--- config.mk ---
export PLATFORM = sky130hd
export DESIGN_NAME = ps2_tx_multi
export DESIGN_NICKNAME = d
export VERILOG_FILES = /design/src/rtl/ps2_tx_multi_pkg.sv /design/src/rtl/ps2_tx_multi_chan.sv /design/src/rtl/ps2_tx_multi.sv
export SDC_FILE = /design/constraint.sdc
export NUM_CORES = 1
export LEC_CHECK = 0
export BUFFER_PORTS_ARGS = -buffer_cell sky130_fd_sc_hd__clkbuf_2
export CAP_MARGIN = 10
export CELL_PAD_IN_SITES_DETAIL_PLACEMENT = 0
export CELL_PAD_IN_SITES_GLOBAL_PLACEMENT = 1
export CORE_MARGIN = 3
export CORE_UTILIZATION = 51
export CTS_CLUSTER_DIAMETER = 80
export DETAILED_ROUTE_END_ITERATION = 10
export PLACE_DENSITY_LB_ADDON = 0.2
export SYNTH_ARGS = -nofsm -noshare
export SYNTH_HDL_FRONTEND = slang
export SYNTH_HIERARCHICAL = 1
export SYNTH_SLANG_ARGS = --single-unit
--- constraint.sdc ---
create_clock -name clk_sys -period 3.7 [get_ports clk_sys]
set_clock_uncertainty 0.1 [all_clocks]
set_input_delay 0 -clock clk_sys [delete_from_list [all_inputs] [get_ports clk_sys]]
set_output_delay 0 -clock clk_sys [all_outputs]
set_load 0.03 [all_outputs]
--- src/rtl/ps2_tx_multi_pkg.sv ---
// Shared definitions for the multi-channel PS/2 device-side transmitter:
// frame state encoding, line levels and a port-width helper.
package ps2_tx_multi_pkg;

  typedef enum logic [3:0] {
    ST_IDLE = 4'd0,
    ST_D0   = 4'd1,
    ST_D1   = 4'd2,
    ST_D2   = 4'd3,
    ST_D3   = 4'd4,
    ST_D4   = 4'd5,
    ST_D5   = 4'd6,
    ST_D6   = 4'd7,
    ST_D7   = 4'd8,
    ST_PAR  = 4'd9,
    ST_STOP = 4'd10,
    ST_GAP  = 4'd11
  } tx_state_e;

  localparam logic PS2_START = 1'b0;
  localparam logic PS2_STOP  = 1'b1;

  // Channel-select width; a single channel still gets a 1-bit select.
  function automatic int ch_width(input int n);
    return (n > 1) ? $clog2(n) : 1;
  endfunction

endpackage

--- src/rtl/ps2_tx_multi_chan.sv ---
// One PS/2 transmit channel: byte FIFO with sticky overflow, plus the frame
// FSM that shifts start, 8 data bits LSB first, odd parity and stop on each tick.
module ps2_tx_multi_chan
  import ps2_tx_multi_pkg::*;
#(
  parameter int FIFO_BITS = 3,
  parameter int GAP_TICKS = 1
) (
  input  logic       clk_i,
  input  logic       srst_i,
  input  logic       tick_i,
  input  logic       clk_ps2_i,
  input  logic       wr_en_i,
  input  logic [7:0] wr_data_i,
  input  logic       enable_i,
  input  logic       ovf_clr_i,
  output logic       full_o,
  output logic       empty_o,
  output logic       overflow_o,
  output logic       busy_o,
  output logic       ps2_clk_o,
  output logic       ps2_data_o
);

  localparam int DEPTH = 2 ** FIFO_BITS;

  logic [7:0]           mem_q [DEPTH];
  logic [FIFO_BITS-1:0] wptr_q, rptr_q;
  logic [FIFO_BITS:0]   count_q;
  logic                 overflow_q;
  logic                 push, pop, drop;

  tx_state_e  state_q, state_d;
  logic [7:0] shreg_q, shreg_d;
  logic       parity_q, parity_d;
  logic       data_q, data_d;
  logic [3:0] gap_q, gap_d;

  assign full_o  = count_q[FIFO_BITS];
  assign empty_o = (count_q == '0);

  // A pop in the same cycle frees the slot, so a write at full is still accepted.
  assign pop  = tick_i & (state_q == ST_IDLE) & ~empty_o & enable_i;
  assign push = wr_en_i & (~full_o | pop);
  assign drop = wr_en_i & full_o & ~pop;

  always_ff @(posedge clk_i) begin
    if (push) mem_q[wptr_q] <= wr_data_i;
  end

  always_ff @(posedge clk_i) begin
    if (srst_i) begin
      wptr_q     <= '0;
      rptr_q     <= '0;
      count_q    <= '0;
      overflow_q <= 1'b0;
    end else begin
      if (push) wptr_q <= wptr_q + 1'b1;
      if (pop)  rptr_q <= rptr_q + 1'b1;
      case ({push, pop})
        2'b10:   count_q <= count_q + 1'b1;
        2'b01:   count_q <= count_q - 1'b1;
        default: count_q <= count_q;
      endcase
      if (drop)           overflow_q <= 1'b1;
      else if (ovf_clr_i) overflow_q <= 1'b0;
    end
  end

  always_ff @(posedge clk_i) begin
    if (srst_i) begin
      state_q  <= ST_IDLE;
      shreg_q  <= '0;
      parity_q <= 1'b0;
      data_q   <= PS2_STOP;
      gap_q    <= '0;
    end else begin
      state_q  <= state_d;
      shreg_q  <= shreg_d;
      parity_q <= parity_d;
      data_q   <= data_d;
      gap_q    <= gap_d;
    end
  end

  always_comb begin
    state_d  = state_q;
    shreg_d  = shreg_q;
    parity_d = parity_q;
    data_d   = data_q;
    gap_d    = gap_q;
    if (tick_i) begin
      unique case (state_q)
        ST_IDLE: begin
          if (pop) begin
            shreg_d  = mem_q[rptr_q];
            parity_d = 1'b1;
            data_d   = PS2_START;
            state_d  = ST_D0;
          end
        end
        ST_D0, ST_D1, ST_D2, ST_D3, ST_D4, ST_D5, ST_D6, ST_D7: begin
          data_d   = shreg_q[0];
          shreg_d  = {1'b0, shreg_q[7:1]};
          parity_d = parity_q ^ shreg_q[0];
          state_d  = (state_q == ST_D7) ? ST_PAR : tx_state_e'(state_q + 4'd1);
        end
        ST_PAR: begin
          data_d  = parity_q;
          state_d = ST_STOP;
        end
        ST_STOP: begin
          data_d  = PS2_STOP;
          gap_d   = '0;
          state_d = (GAP_TICKS == 0) ? ST_IDLE : ST_GAP;
        end
        ST_GAP: begin
          if (gap_q == 4'(GAP_TICKS - 1)) state_d = ST_IDLE;
          else                            gap_d   = gap_q + 4'd1;
        end
        default: state_d = ST_IDLE;
      endcase
    end
  end

  assign overflow_o = overflow_q;
  assign busy_o     = (state_q != ST_IDLE);
  assign ps2_clk_o  = clk_ps2_i | (state_q == ST_IDLE) | (state_q == ST_GAP);
  assign ps2_data_o = data_q;

endmodule

--- src/rtl/ps2_tx_multi.sv ---
// N-channel PS/2 device-side transmitter: shared clk_ps2 divider and write
// demux feeding one FIFO + frame FSM per channel.
module ps2_tx_multi
  import ps2_tx_multi_pkg::*;
#(
  parameter int CHANNELS  = 2,
  parameter int FIFO_BITS = 3,
  parameter int PS2DIV    = 100,
  parameter int GAP_TICKS = 1
) (
  input  logic                          clk_sys,
  input  logic                          reset,
  input  logic                          wr_stb,
  input  logic [ch_width(CHANNELS)-1:0] wr_ch,
  input  logic [7:0]                    wr_data,
  input  logic [CHANNELS-1:0]           ch_enable,
  output logic [CHANNELS-1:0]           fifo_full,
  output logic [CHANNELS-1:0]           fifo_empty,
  output logic [CHANNELS-1:0]           overflow,
  input  logic [CHANNELS-1:0]           ovf_clr,
  output logic [CHANNELS-1:0]           busy,
  output logic [CHANNELS-1:0]           ps2_clk,
  output logic [CHANNELS-1:0]           ps2_data
);

  localparam int CHW  = ch_width(CHANNELS);
  localparam int CNTW = (PS2DIV > 0) ? $clog2(PS2DIV + 1) : 1;

  logic [CNTW-1:0] cnt_q, cnt_d;
  logic            clk_ps2_q, clk_ps2_d;
  logic            tick;

  always_comb begin
    cnt_d     = cnt_q + CNTW'(1);
    clk_ps2_d = clk_ps2_q;
    if (cnt_q == CNTW'(PS2DIV)) begin
      cnt_d     = '0;
      clk_ps2_d = ~clk_ps2_q;
    end
  end

  // Frames advance on the rising edge of clk_ps2 so data is stable at the falling edge.
  assign tick = (cnt_q == CNTW'(PS2DIV)) & ~clk_ps2_q;

  always_ff @(posedge clk_sys) begin
    if (reset) begin
      cnt_q     <= '0;
      clk_ps2_q <= 1'b0;
    end else begin
      cnt_q     <= cnt_d;
      clk_ps2_q <= clk_ps2_d;
    end
  end

  for (genvar gi = 0; gi < CHANNELS; gi++) begin : g_chan
    logic wr_en;
    assign wr_en = wr_stb & (wr_ch == CHW'(gi));

    ps2_tx_multi_chan #(
      .FIFO_BITS (FIFO_BITS),
      .GAP_TICKS (GAP_TICKS)
    ) u_chan (
      .clk_i      (clk_sys),
      .srst_i     (reset),
      .tick_i     (tick),
      .clk_ps2_i  (clk_ps2_q),
      .wr_en_i    (wr_en),
      .wr_data_i  (wr_data),
      .enable_i   (ch_enable[gi]),
      .ovf_clr_i  (ovf_clr[gi]),
      .full_o     (fifo_full[gi]),
      .empty_o    (fifo_empty[gi]),
      .overflow_o (overflow[gi]),
      .busy_o     (busy[gi]),
      .ps2_clk_o  (ps2_clk[gi]),
      .ps2_data_o (ps2_data[gi])
    );
  end

endmodule

==> results.ini, run 1 <==
[outcome]
status = finished, final reports clean

[clocking]
cts_setup_buffers = 0
cts.clk_slew.worst_paths_ns = 0.07
cts_tree = done
cts-resized-gates = 0
cts_buffer_depth = 2
clockRootBuffer = clkbuf_16
cts-buffers-inserted = 17
clk_latency_ns = 0.42
cts.htree.levels = 4
clkSinkCount = 200
cts_hold_buf = 14

[pwr]
p_comb_share_pct = 3.3
power.total_w = 0.00434
p_leak_nw = 3.29
power_frac_clock_pct = 41.1
power_density_mw_per_mm2 = 433
peakVddDrop_mv = 0.341
switching_share_pct = 21.7
power.switching_w = 0.000939
p_int_w = 0.00340
p_seq_share_pct = 55.6

[logic_synthesis]
synth-edff-count = 128
synth_ff_type = edfxtp_1
synth_async_sr_flop_share_pct = 0
ys_seq_area_share_pct = 59.1
mappedNetlistArea_mm2 = 0.00895
ys_types = 75
yosys_register_bits = 200
avgSynthCellArea_um2 = 12.7
netlist_instances = 702
yosys_warnings = 6
synth_fp_nets = 742

[timing]
final.period_utilization_pct = 88.3
tightest_slew_ns = 0.987
rsz0062_at_grt = no
fmax_ghz = 0.306
slew_headroom_pct = 34.1
worst_slack_ns = 0.433
tns_ns = 0
hold_violations = 0
fin_crit_ns = 3.27
maxSlewViolCount = 0
finalSetupViolations = 0

[grt]
grt_pass1_vias = 5599
grt_max_degree = 38
grt_first_pass_wirelength_um = 29500
grt_overflow = 0
track_usage_pct = 19.2
antenna_found_initial = 0

[route]
drtIter0Drc = 389
firstDrtPassIters = 4
ant_nets = 0
remaining_drc_errors = 0
via_per_inst = 5.81
via_count = 5695
wl_per_cell_um = 18.5
routed_wl_um = 18100

[floorplanning]
rows = 47
die_h_um = 138
io_pins = 28
die_area_mm2 = 0.0192
initial_core_util_pct = 53.0
dieWidth_um = 138
coreArea_mm2 = 0.0169

[cells_and_area]
drive_gt1_share_pct = 14.6
antennaDiodeCount = 0
fill_cells = 1307
nNetsFinal = 789
area.growth.synth_to_final_pct = 12.0
final_cell_mix = edfxtp_1 (128), dfxtp_1 (72), mux2i_1 (59)
final_common_cell = edfxtp_1

[worst_setup_path]
worstPathMaxFanout = 10
cp-end-kind = register
rr_startpoint = cnt_q[0]$_SDFF_PP0_
cp.required_ns = 3.95
path_delay_family = simple AND/OR/NAND/NOR gates
critPathKind = reg -> reg
worstSetupStartpointType = register
max_stage_delay_ns = 0.33
startpoint = cnt_q[0]$_SDFF_PP0_
path_depth = 15
critical_path_arrival_ns = 3.51
r2r_slack_ns = 0.43
reg2regPathDepth = 15
crit_chain = inv_1, ha_1, nand2_1, nor3_1, buf_4, nand2_1, o21ai_1, nand2_1, ha_1, xor2_1, ha_1, a21oi_1, xor2_1, or3_1, a21oi_1
cp-endpoint = g_chan[1].u_chan/count_q[2]$_SDFFE_PP0P_
worst_path_max_delay_cell = dfxtp_1
crit_buf_inv = 2
r2r-end = g_chan[1].u_chan/count_q[2]$_SDFFE_PP0P_

[placed_design]
pre_cts_ws_ns = 0.463
dp_hpwl_um = 12200
routabilityCongestion = 0.827
numPortBuffers = 27

[run]
cap_violations = 0

[min_path]
hold_class = in -> reg

[synth_stat cells (6+ instances only)]
| cell | number | area share (%) |
|---|---|---|
| a311oi_1 | 10 | 0.98 |
| a22oi_1 | 25 | 2.1 |
| a311oi_2 | 7 | 1.2 |
| dfxtp_1 | 72 | 16 |
| mux4_2 | 6 | 1.5 |
| o21ai_0 | 18 | 1.0 |
| nor2b_1 | 10 | 0.70 |
| xor2_1 | 8 | 0.78 |
| or3_1 | 8 | 0.56 |
| clkbuf_1 | 12 | 0.50 |
| buf_2 | 11 | 0.62 |
| mux2i_1 | 59 | 6.6 |
| inv_1 | 24 | 1.0 |
| a21oi_1 | 46 | 2.6 |
| nand2b_1 | 11 | 0.77 |
| ha_1 | 24 | 3.4 |
| nor2_1 | 38 | 1.6 |
| a211oi_1 | 7 | 0.59 |
| nand2_1 | 29 | 1.2 |
| edfxtp_1 | 128 | 43 |
| nand3_1 | 29 | 1.6 |
| nor3_1 | 12 | 0.67 |
[area by class of cell]
cell class / count / area, um2 / share of cell area [%]
multi-input combinational: 443 / 3380 / 33.7
inverter: 26 / 97.6 / 0.974
clock buffer: 19 / 433 / 4.32
sequential: 200 / 5290 / 52.7
tap: 220 / 275 / 2.75
timing repair buffer: 61 / 425 / 4.24
clock inverter: 12 / 129 / 1.29
[power groups by stage]
stage / logic [W] / registers (W) / clock network (W)
2_1_floorplan: 0.0000779 / 0.00246 / 0
3_3_place_gp: 0.000130 / 0.00246 / 0
3_5_place_dp: 0.000134 / 0.00246 / 0
4_1_cts: 0.000145 / 0.00241 / 0.00182
5_1_grt: 0.000159 / 0.00241 / 0.00193
6_report: 0.000143 / 0.00241 / 0.00178
[worst reg2reg max path: cells and delay by family (launching register included)]
family | cells | cell delay, ns
AND/OR/NAND/NOR | 5 | 0.97
buffers and inverters | 2 | 0.26
flip-flops | 1 | 0.33
adder cells (fa/ha/maj) | 3 | 0.64
AO/OA/AOI/OAI | 3 | 0.62
XOR/XNOR | 2 | 0.27
[metal layers]
layer | GRT usage (%) | wire length [um] | vias to the layer above
met5 | 0 | 0 | -
met4 | 4.58 | 162 | 0
met3 | 4.52 | 662 | 11
met2 | 31.2 | 8720 | 111
met1 | 26.5 | 8590 | 2777
li1 | - | - | 2796
[stage by stage]
stage / std cells / utilization [%] / hold slack [ns] / area [um2]
4_1_cts: 981 / 59.4 / 0.0263 / 10000
6_report: 981 / 59.4 / 0.0419 / 10000
5_1_grt: 981 / 59.4 / 0.0466 / 10000
3_5_place_dp: 936 / 55.2 / 0.179 / 9320
2_1_floorplan: 702 / - / -0.00113 / 8950
3_3_place_gp: 936 / 55.2 / 0.163 / 9320
[how the worst min path moves through the flow]
stage	start	to	depth (start not counted)
CTS	wr_stb	g_chan[1].u_chan/wptr_q[1]$_SDFFE_PP0P_	4
global placement	ovf_clr[1]	g_chan[1].u_chan/overflow_o$_SDFFE_PP0P_	3
global route	wr_stb	g_chan[1].u_chan/wptr_q[1]$_SDFFE_PP0P_	4
detailed placement	ovf_clr[1]	g_chan[1].u_chan/overflow_o$_SDFFE_PP0P_	3
floorplan	wr_data[0]	g_chan[0].u_chan/mem_q[0][0]$_DFFE_PP_	0
finish	wr_stb	g_chan[1].u_chan/wptr_q[1]$_SDFFE_PP0P_	4
[cell families (layout without fill, tap and decap cells)]
logic type	after synthesis	count (layout)	synth area share, %
AO/OA/AOI/OAI	159	159	13.2
XOR/XNOR	13	13	1.27
adder cells (fa/ha/maj)	24	24	3.36
buffers and inverters	59	118	3.22
flip-flops	200	200	59.1
multiplexers	68	68	8.49
AND/OR/NAND/NOR	179	179	11.4
[flip-flops by register name, indices dropped and copies added, names as in the netlist, named ones only]
name	count
g_chan.u_chan/mem_q	128
g_chan.u_chan/shreg_q	16
g_chan.u_chan/count_q	8
g_chan.u_chan/gap_q	8
g_chan.u_chan/state_q	8
cnt_q	7
g_chan.u_chan/rptr_q	6
g_chan.u_chan/wptr_q	6
g_chan.u_chan/overflow_o	2
g_chan.u_chan/parity_q	2
g_chan.u_chan/ps2_data_o	2
clk_ps2_q	1
Note: power is estimated with default switching activity, not from simulation.
==> run 2: changes to the inputs <==
--- a/config.mk
+++ b/config.mk
@@ -5,12 +5,12 @@
 export SDC_FILE = /design/constraint.sdc
 export NUM_CORES = 1
 export LEC_CHECK = 0
+export ABC_AREA = 1
 export BUFFER_PORTS_ARGS = -buffer_cell sky130_fd_sc_hd__clkbuf_2
 export CAP_MARGIN = 10
 export CELL_PAD_IN_SITES_DETAIL_PLACEMENT = 0
 export CELL_PAD_IN_SITES_GLOBAL_PLACEMENT = 1
-export CORE_MARGIN = 3
-export CORE_UTILIZATION = 51
+export CORE_UTILIZATION = 43
 export CTS_CLUSTER_DIAMETER = 80
 export DETAILED_ROUTE_END_ITERATION = 10
 export PLACE_DENSITY_LB_ADDON = 0.2
==> constraint.sdc (replaced) <==
create_clock -name clk_sys -period 2.8 [get_ports clk_sys]
set_clock_uncertainty 0.1 [all_clocks]
set_input_delay 0 -clock clk_sys [delete_from_list [all_inputs] [get_ports clk_sys]]
set_output_delay 0 -clock clk_sys [all_outputs]
set_load 0.03 [all_outputs]
==> run 2 against run 1 <==
Cell area rose by 6.9%; power rose by 36%; critical path depth rose by 4.
==> results.ini, run 2 <==
[outcome]
status = finished, final reports clean

[logic_synthesis]
ys_seq_area_share_pct = 56.0
netlist_instances = 1100
yosys.area.top_type = edfxtp_1
avgSynthCellArea_um2 = 8.58
synth_top_area_share_pct = 40.7
synth-edff-count = 128
synth_async_sr_flop_share_pct = 0
synth_ff_type = edfxtp_1
synth_commonest_cells = nand2_1 (349), nor2_1 (148), edfxtp_1 (128)
mappedNetlistArea_mm2 = 0.00944
synthMostInstantiatedCell = nand2_1
netlist_top_cells_area = edfxtp_1 (41%), dfxtp_1 (15%), nand2_1 (14%)
yosys_warnings = 6
ys_types = 31
yosys_register_bits = 200
synth_fp_nets = 1140

[route]
via_count = 6765
via_per_inst = 4.68
ant_nets = 0
drtIter0Drc = 420
routed_wl_um = 19900
firstDrtPassIters = 4
wl_per_cell_um = 13.8
remaining_drc_errors = 0

[worst_setup_path]
cp-end-kind = register
critPathKind = reg -> reg
r2r-end = g_chan[1].u_chan/count_q[2]$_SDFFE_PP0P_
cp.required_ns = 3.02
reg2regPathDepth = 19
worstPathMaxFanout = 6
worstSetupStartpointType = register
critical_path_arrival_ns = 2.76
r2r_slack_ns = 0.27
rr_startpoint = cnt_q[0]$_SDFF_PP0_

[clocking]
cts.clk_slew.worst_paths_ns = 0.07
cts_buffer_depth = 2
clk_latency_ns = 0.43
cts_tree = done
cts-buffers-inserted = 17
clockRootBuffer = clkbuf_16
cts.htree.levels = 4
clkSinkCount = 200

[grt]
grt_pass1_vias = 6499
antenna_found_initial = 0
track_usage_pct = 18.9
grt_max_degree = 33
grt_first_pass_wirelength_um = 32500
grt_overflow = 0

[cells_and_area]
regMostFlops = g_chan.u_chan/mem_q
multi_input_comb_area_mm2 = 0.00353
area.growth.synth_to_final_pct = 13.6
antennaDiodeCount = 0
final_common_cell = nand2_1
largest_reg_flops = 128
drive_gt1_share_pct = 12.0
reg_top3 = g_chan.u_chan/mem_q (128), g_chan.u_chan/shreg_q (16)
regArea_mm2 = 0.00529
nNetsFinal = 1198
instances_no_fill = 1446
fill_cells = 2034
final_cell_mix = nand2_1 (349), nor2_1 (146), edfxtp_1 (128)

[min_path]
min_to = g_chan[0].u_chan/mem_q[3][0]$_DFFE_PP_
hold_path.startpoint = wr_data[0]
hold_class = in -> reg
hold_depth = 1

[pwr]
power_density_mw_per_mm2 = 549
peakVddDrop_mv = 0.466
p_leak_nw = 4.54
power.total_w = 0.00589

[timing]
final.period_utilization_pct = 90.4
fmax_ghz = 0.395
fin_crit_ns = 2.53
tightest_slew_ns = 0.750
hold_violations = 0
rsz0062_at_grt = no
finalSetupViolations = 0
slew_headroom_pct = 50.0
tns_ns = 0
fin_hold_ws_ns = 0.0128
maxSlewViolCount = 0

[floorplanning]
rows = 53
die_area_mm2 = 0.0225
coreArea_mm2 = 0.0213
die_h_um = 150
dieWidth_um = 150
initial_core_util_pct = 44.3
io_pins = 28

[run]
cap_violations = 0

[placed_design]
dp_hpwl_um = 13500
routabilityCongestion = 0.801
numPortBuffers = 27
place_inst = 1398

==> run 2: cell types whose count changed in the layout (fill, tap and decap cells not counted), moves of 11 or more <==
cell and delta:
a22oi_1 -25, inv_1 +89, inv_2 +11, mux2i_1 -59, nand2_1 +320, nand2_2 +11
nand2b_1 -11, nand3_1 +55, nor2_1 +108, nor2_2 +11, nor3_1 -12
==> run 2: worst max-delay path, stage by stage, from the launching register on <==
cell and delay (ns):
dfxtp_1 0.34, inv_1 0.06, ha_1 0.13, nand2_1 0.06
nor2_1 0.10, nand3_1 0.11, inv_2 0.10, nand2_1 0.05
inv_1 0.09, nand3_4 0.10, nand2_4 0.09, nand2_4 0.07
ha_1 0.24, nor2_1 0.12, nor2_2 0.07, ha_1 0.17
a21oi_1 0.15, xnor2_1 0.08, o21ai_0 0.14, inv_1 0.05
==> run 2: logic make-up after synthesis <==
| group | synth area share [%] |
|---|---|
| AO/OA/AOI/OAI | 3.50 |
| XOR/XNOR | 1.67 |
| adder cells (fa/ha/maj) | 3.18 |
| buffers and inverters | 6.67 |
| flip-flops | 56.0 |
| AND/OR/NAND/NOR | 29.0 |
==> run 2: through the flow <==
| stage | utilization (%) | worst slack (ns) | cell area, um2 |
|---|---|---|---|
| after CTS | 50.3 | 0.104 | 10700 |
| after global routing | 50.3 | 0.0196 | 10700 |
| final | 50.3 | 0.268 | 10700 |
| after global placement | 46.8 | 0.252 | 9960 |
| after floorplan | - | 0.204 | 9440 |
| after detailed placement | 46.8 | 0.198 | 9960 |
==> run 2: where the power goes <==
group,internal (W),leakage (nW),switching [W]
Clock,0.00140,0.277,0.00107
Sequential,0.00317,1.74,0.0000198
Combinational,0.0000688,2.52,0.000158
==> run 2: area by class of cell <==
class / instances / area share [%]
Multi-Input combinational cell: 742 / 33.0
Clock inverter: 12 / 1.41
Inverter: 128 / 4.48
Sequential cell: 200 / 49.3
Tap cell: 275 / 3.21
Clock buffer: 20 / 4.07
Timing Repair Buffer: 69 / 4.55
==> run 2: repair_timing <==
item / in CTS / in global routing
buffers inserted: 0 / 1
hold buffers: 16 / 0
setup endpoints to repair: 0 / 5
gates resized for setup: 0 / 5
endpoints found under the hold margin: 65 / 0
==> run 2: worst max path at each step <==
stage / end / slack, ns / startpoint
6_report: g_chan[1].u_chan/count_q[2]$_SDFFE_PP0P_ / 0.27 / cnt_q[0]$_SDFF_PP0_
5_1_grt: g_chan[0].u_chan/count_q[2]$_SDFFE_PP0P_ / 0.02 / cnt_q[0]$_SDFF_PP0_
4_1_cts: g_chan[0].u_chan/wptr_q[2]$_SDFFE_PP0P_ / 0.10 / cnt_q[0]$_SDFF_PP0_
3_5_place_dp: g_chan[1].u_chan/count_q[2]$_SDFFE_PP0P_ / 0.20 / cnt_q[0]$_SDFF_PP0_
3_3_place_gp: g_chan[1].u_chan/count_q[2]$_SDFFE_PP0P_ / 0.25 / cnt_q[0]$_SDFF_PP0_
2_1_floorplan: g_chan[0].u_chan/count_q[2]$_SDFFE_PP0P_ / 0.20 / cnt_q[0]$_SDFF_PP0_
==> run 2: per-layer routing <==
layer | share of wire (%) | global-route usage (%) | vias to the layer above
li1 | - | - | 3594
met1 | 50 | 25.6 | 3092
met2 | 47 | 31.6 | 63
met3 | 2.0 | 2.45 | 16
met4 | 1.1 | 5.56 | 0
met5 | 0 | 0 | -
==> run 3: changes to the inputs <==
--- a/config.mk
+++ b/config.mk
@@ -10,7 +10,7 @@
 export CAP_MARGIN = 10
 export CELL_PAD_IN_SITES_DETAIL_PLACEMENT = 0
 export CELL_PAD_IN_SITES_GLOBAL_PLACEMENT = 1
-export CORE_UTILIZATION = 43
+export CORE_UTILIZATION = 40
 export CTS_CLUSTER_DIAMETER = 80
 export DETAILED_ROUTE_END_ITERATION = 10
 export PLACE_DENSITY_LB_ADDON = 0.2
==> run 3 against run 2 <==
The run now ends with hold timing left; hold slack worse by 0.013 ns; largest power group unchanged; core utilization is 3.9 points lower; via count is 1.5% higher; wire length is 3.3% higher; final cell count is 2.0% higher; clock power is 7% lower; critical endpoint unchanged; critical path depth is 1 higher; register-to-register slack worse by 0.03 ns; largest cell class unchanged; global-route usage is 1.1 points lower; sequential power hardly changed.
==> results.ini, run 3 (synthesis gave the netlist of run 2 again) <==
[timing]
fmax_ghz = 0.391
maxSlewViolCount = 0
tns_ns = 0
finalSetupViolations = 0
hold_violations = 1
final.period_utilization_pct = 91.3
slew_headroom_pct = 49.7
fin_hold_ws_ns = -0.0000576
fin_crit_ns = 2.56
tightest_slew_ns = 0.753
rsz0062_at_grt = no

[cells_and_area]
fill_cells = 2256
reg_top3 = g_chan.u_chan/mem_q (128), g_chan.u_chan/shreg_q (16)
antennaDiodeCount = 0
regMostFlops = g_chan.u_chan/mem_q
post-route-util_pct = 46.5
final_common_cell = nand2_1
nNetsFinal = 1191
drive_gt1_share_pct = 11.8
area.growth.synth_to_final_pct = 12.8
largest_reg_flops = 128
final_cell_mix = nand2_1 (349), nor2_1 (147), edfxtp_1 (128)

[worst_setup_path]
critical_path_arrival_ns = 2.77
worstPathMaxFanout = 6
critPathKind = reg -> reg
crit_buf_inv = 5
worstSetupStartpointType = register
cpMostUsedCell = inv_1
cp-endpoint = g_chan[1].u_chan/count_q[2]$_SDFFE_PP0P_
crit_chain = inv_1, ha_1, nand2_1, nor2_1, nand3_1, inv_2, nand2_1, inv_1, nand3_4, nand2_4, nand2_4, ha_1, nand2_1, inv_1, nor2_1, ha_1, a21oi_1, xnor2_1, o21ai_0, inv_1
cp-end-kind = register
r2r-end = g_chan[1].u_chan/count_q[2]$_SDFFE_PP0P_
reg2regPathDepth = 20
path_depth = 20
rr_startpoint = cnt_q[0]$_SDFF_PP0_
r2r_slack_ns = 0.24
path_delay_family = simple AND/OR/NAND/NOR gates
max_stage_delay_ns = 0.34
worst_path_max_delay_cell = dfxtp_1
cp.required_ns = 3.02
startpoint = cnt_q[0]$_SDFF_PP0_

[floorplanning]
initial_core_util_pct = 41.2
io_pins = 28
die_h_um = 156
dieWidth_um = 156
die_area_mm2 = 0.0242
rows = 55
coreArea_mm2 = 0.0229

[min_path]
hold_path.startpoint = wr_data[6]
hold_class = in -> reg

[route]
ant_nets = 0
remaining_drc_errors = 0
wl_per_cell_um = 14.0
routed_wl_um = 20600
via_per_inst = 4.66
drtIter0Drc = 357
firstDrtPassIters = 4
via_count = 6869

[run]
cap_violations = 0

[outcome]
failed_checks = hold timing
status = finished with violations

[grt]
antenna_found_initial = 0
grt_pass1_vias = 6387
grt_overflow = 0
track_usage_pct = 17.7
grt_first_pass_wirelength_um = 32900
grt_max_degree = 33

[placed_design]
routabilityCongestion = 0.776
dp_hpwl_um = 13900
numPortBuffers = 27

[clocking]
cts_setup_buffers = 0
cts_buffer_depth = 2
cts_tree = done
clk_latency_ns = 0.42
cts-buffers-inserted = 17
cts.clk_slew.worst_paths_ns = 0.07
clkSinkCount = 200
cts.htree.levels = 4
clockRootBuffer = clkbuf_16

[pwr]
power_density_mw_per_mm2 = 536
peakVddDrop_mv = 0.413
p_leak_nw = 4.48

==> run 3: cell types whose count changed in the layout (fill, tap and decap cells not counted), moves of 2 or more <==
cell,delta
buf_4,-4
clkinvlp_4,+3
dlygate4sd3_1,-3
bufinv_16,-2
clkinv_1,-2
==> run 3: final cells by class <==
cell class / count / area [um2] / share of cell area (%)
multi-input combinational: 742 / 3530 / 33.1
clock inverter: 11 / 103 / 0.963
sequential: 200 / 5290 / 49.6
clock buffer: 19 / 433 / 4.06
tap: 313 / 392 / 3.68
timing repair buffer: 62 / 428 / 4.02
inverter: 128 / 480 / 4.51
==> run 3: worst min-delay path by stage <==
stage / endpoint / slack (ns) / depth (start not counted)
finish: g_chan[1].u_chan/mem_q[2][6]$_DFFE_PP_ / -0.00006 / 1
global placement: g_chan[0].u_chan/overflow_o$_SDFFE_PP0P_ / 0.15 / 4
global route: g_chan[0].u_chan/mem_q[2][1]$_DFFE_PP_ / 0.02 / 1
detailed placement: g_chan[0].u_chan/overflow_o$_SDFFE_PP0P_ / 0.16 / 4
floorplan: clk_ps2_q$_SDFFE_PP0N_ / -0.03 / 1
CTS: g_chan[0].u_chan/mem_q[3][3]$_DFFE_PP_ / 0.009 / 1
==> run 3: routing by layer <==
metal | routed length (um) | global-route usage [%] | vias up
li1 | - | - | 3589
met1 | 10000 | 24.1 | 3184
met2 | 9800 | 29.5 | 81
met3 | 530 | 2.56 | 15
met4 | 247 | 5.18 | 0
met5 | 0 | 0 | -
==> run 3: timing repair <==
item,4_1_cts,5_1_grt
gates resized for setup,0,3
hold buffers,13,0
hold endpoints to repair,38,0
setup endpoints to repair,0,4
==> run 3: stage by stage <==
stage               setup WS (ns)  std cells  cell area, um2  hold slack (ns)  total power [W]
finish                      0.243       1475           10700       -0.0000576          0.00570
global route               0.0117       1475           10700           0.0223          0.00592
CTS                        0.0998       1476           10700          0.00869          0.00577
detailed placement          0.191       1433            9990            0.160          0.00347
global placement            0.249       1433            9990            0.154          0.00347
floorplan                   0.204       1100            9440          -0.0309          0.00337
==> run 3: power breakdown <==
part | internal, W | leakage [nW] | switching [W]
Clock | 0.00122 | 0.245 | 0.00107
Combinational | 0.0000652 | 2.49 | 0.000158
Sequential | 0.00317 | 1.74 | 0.0000206
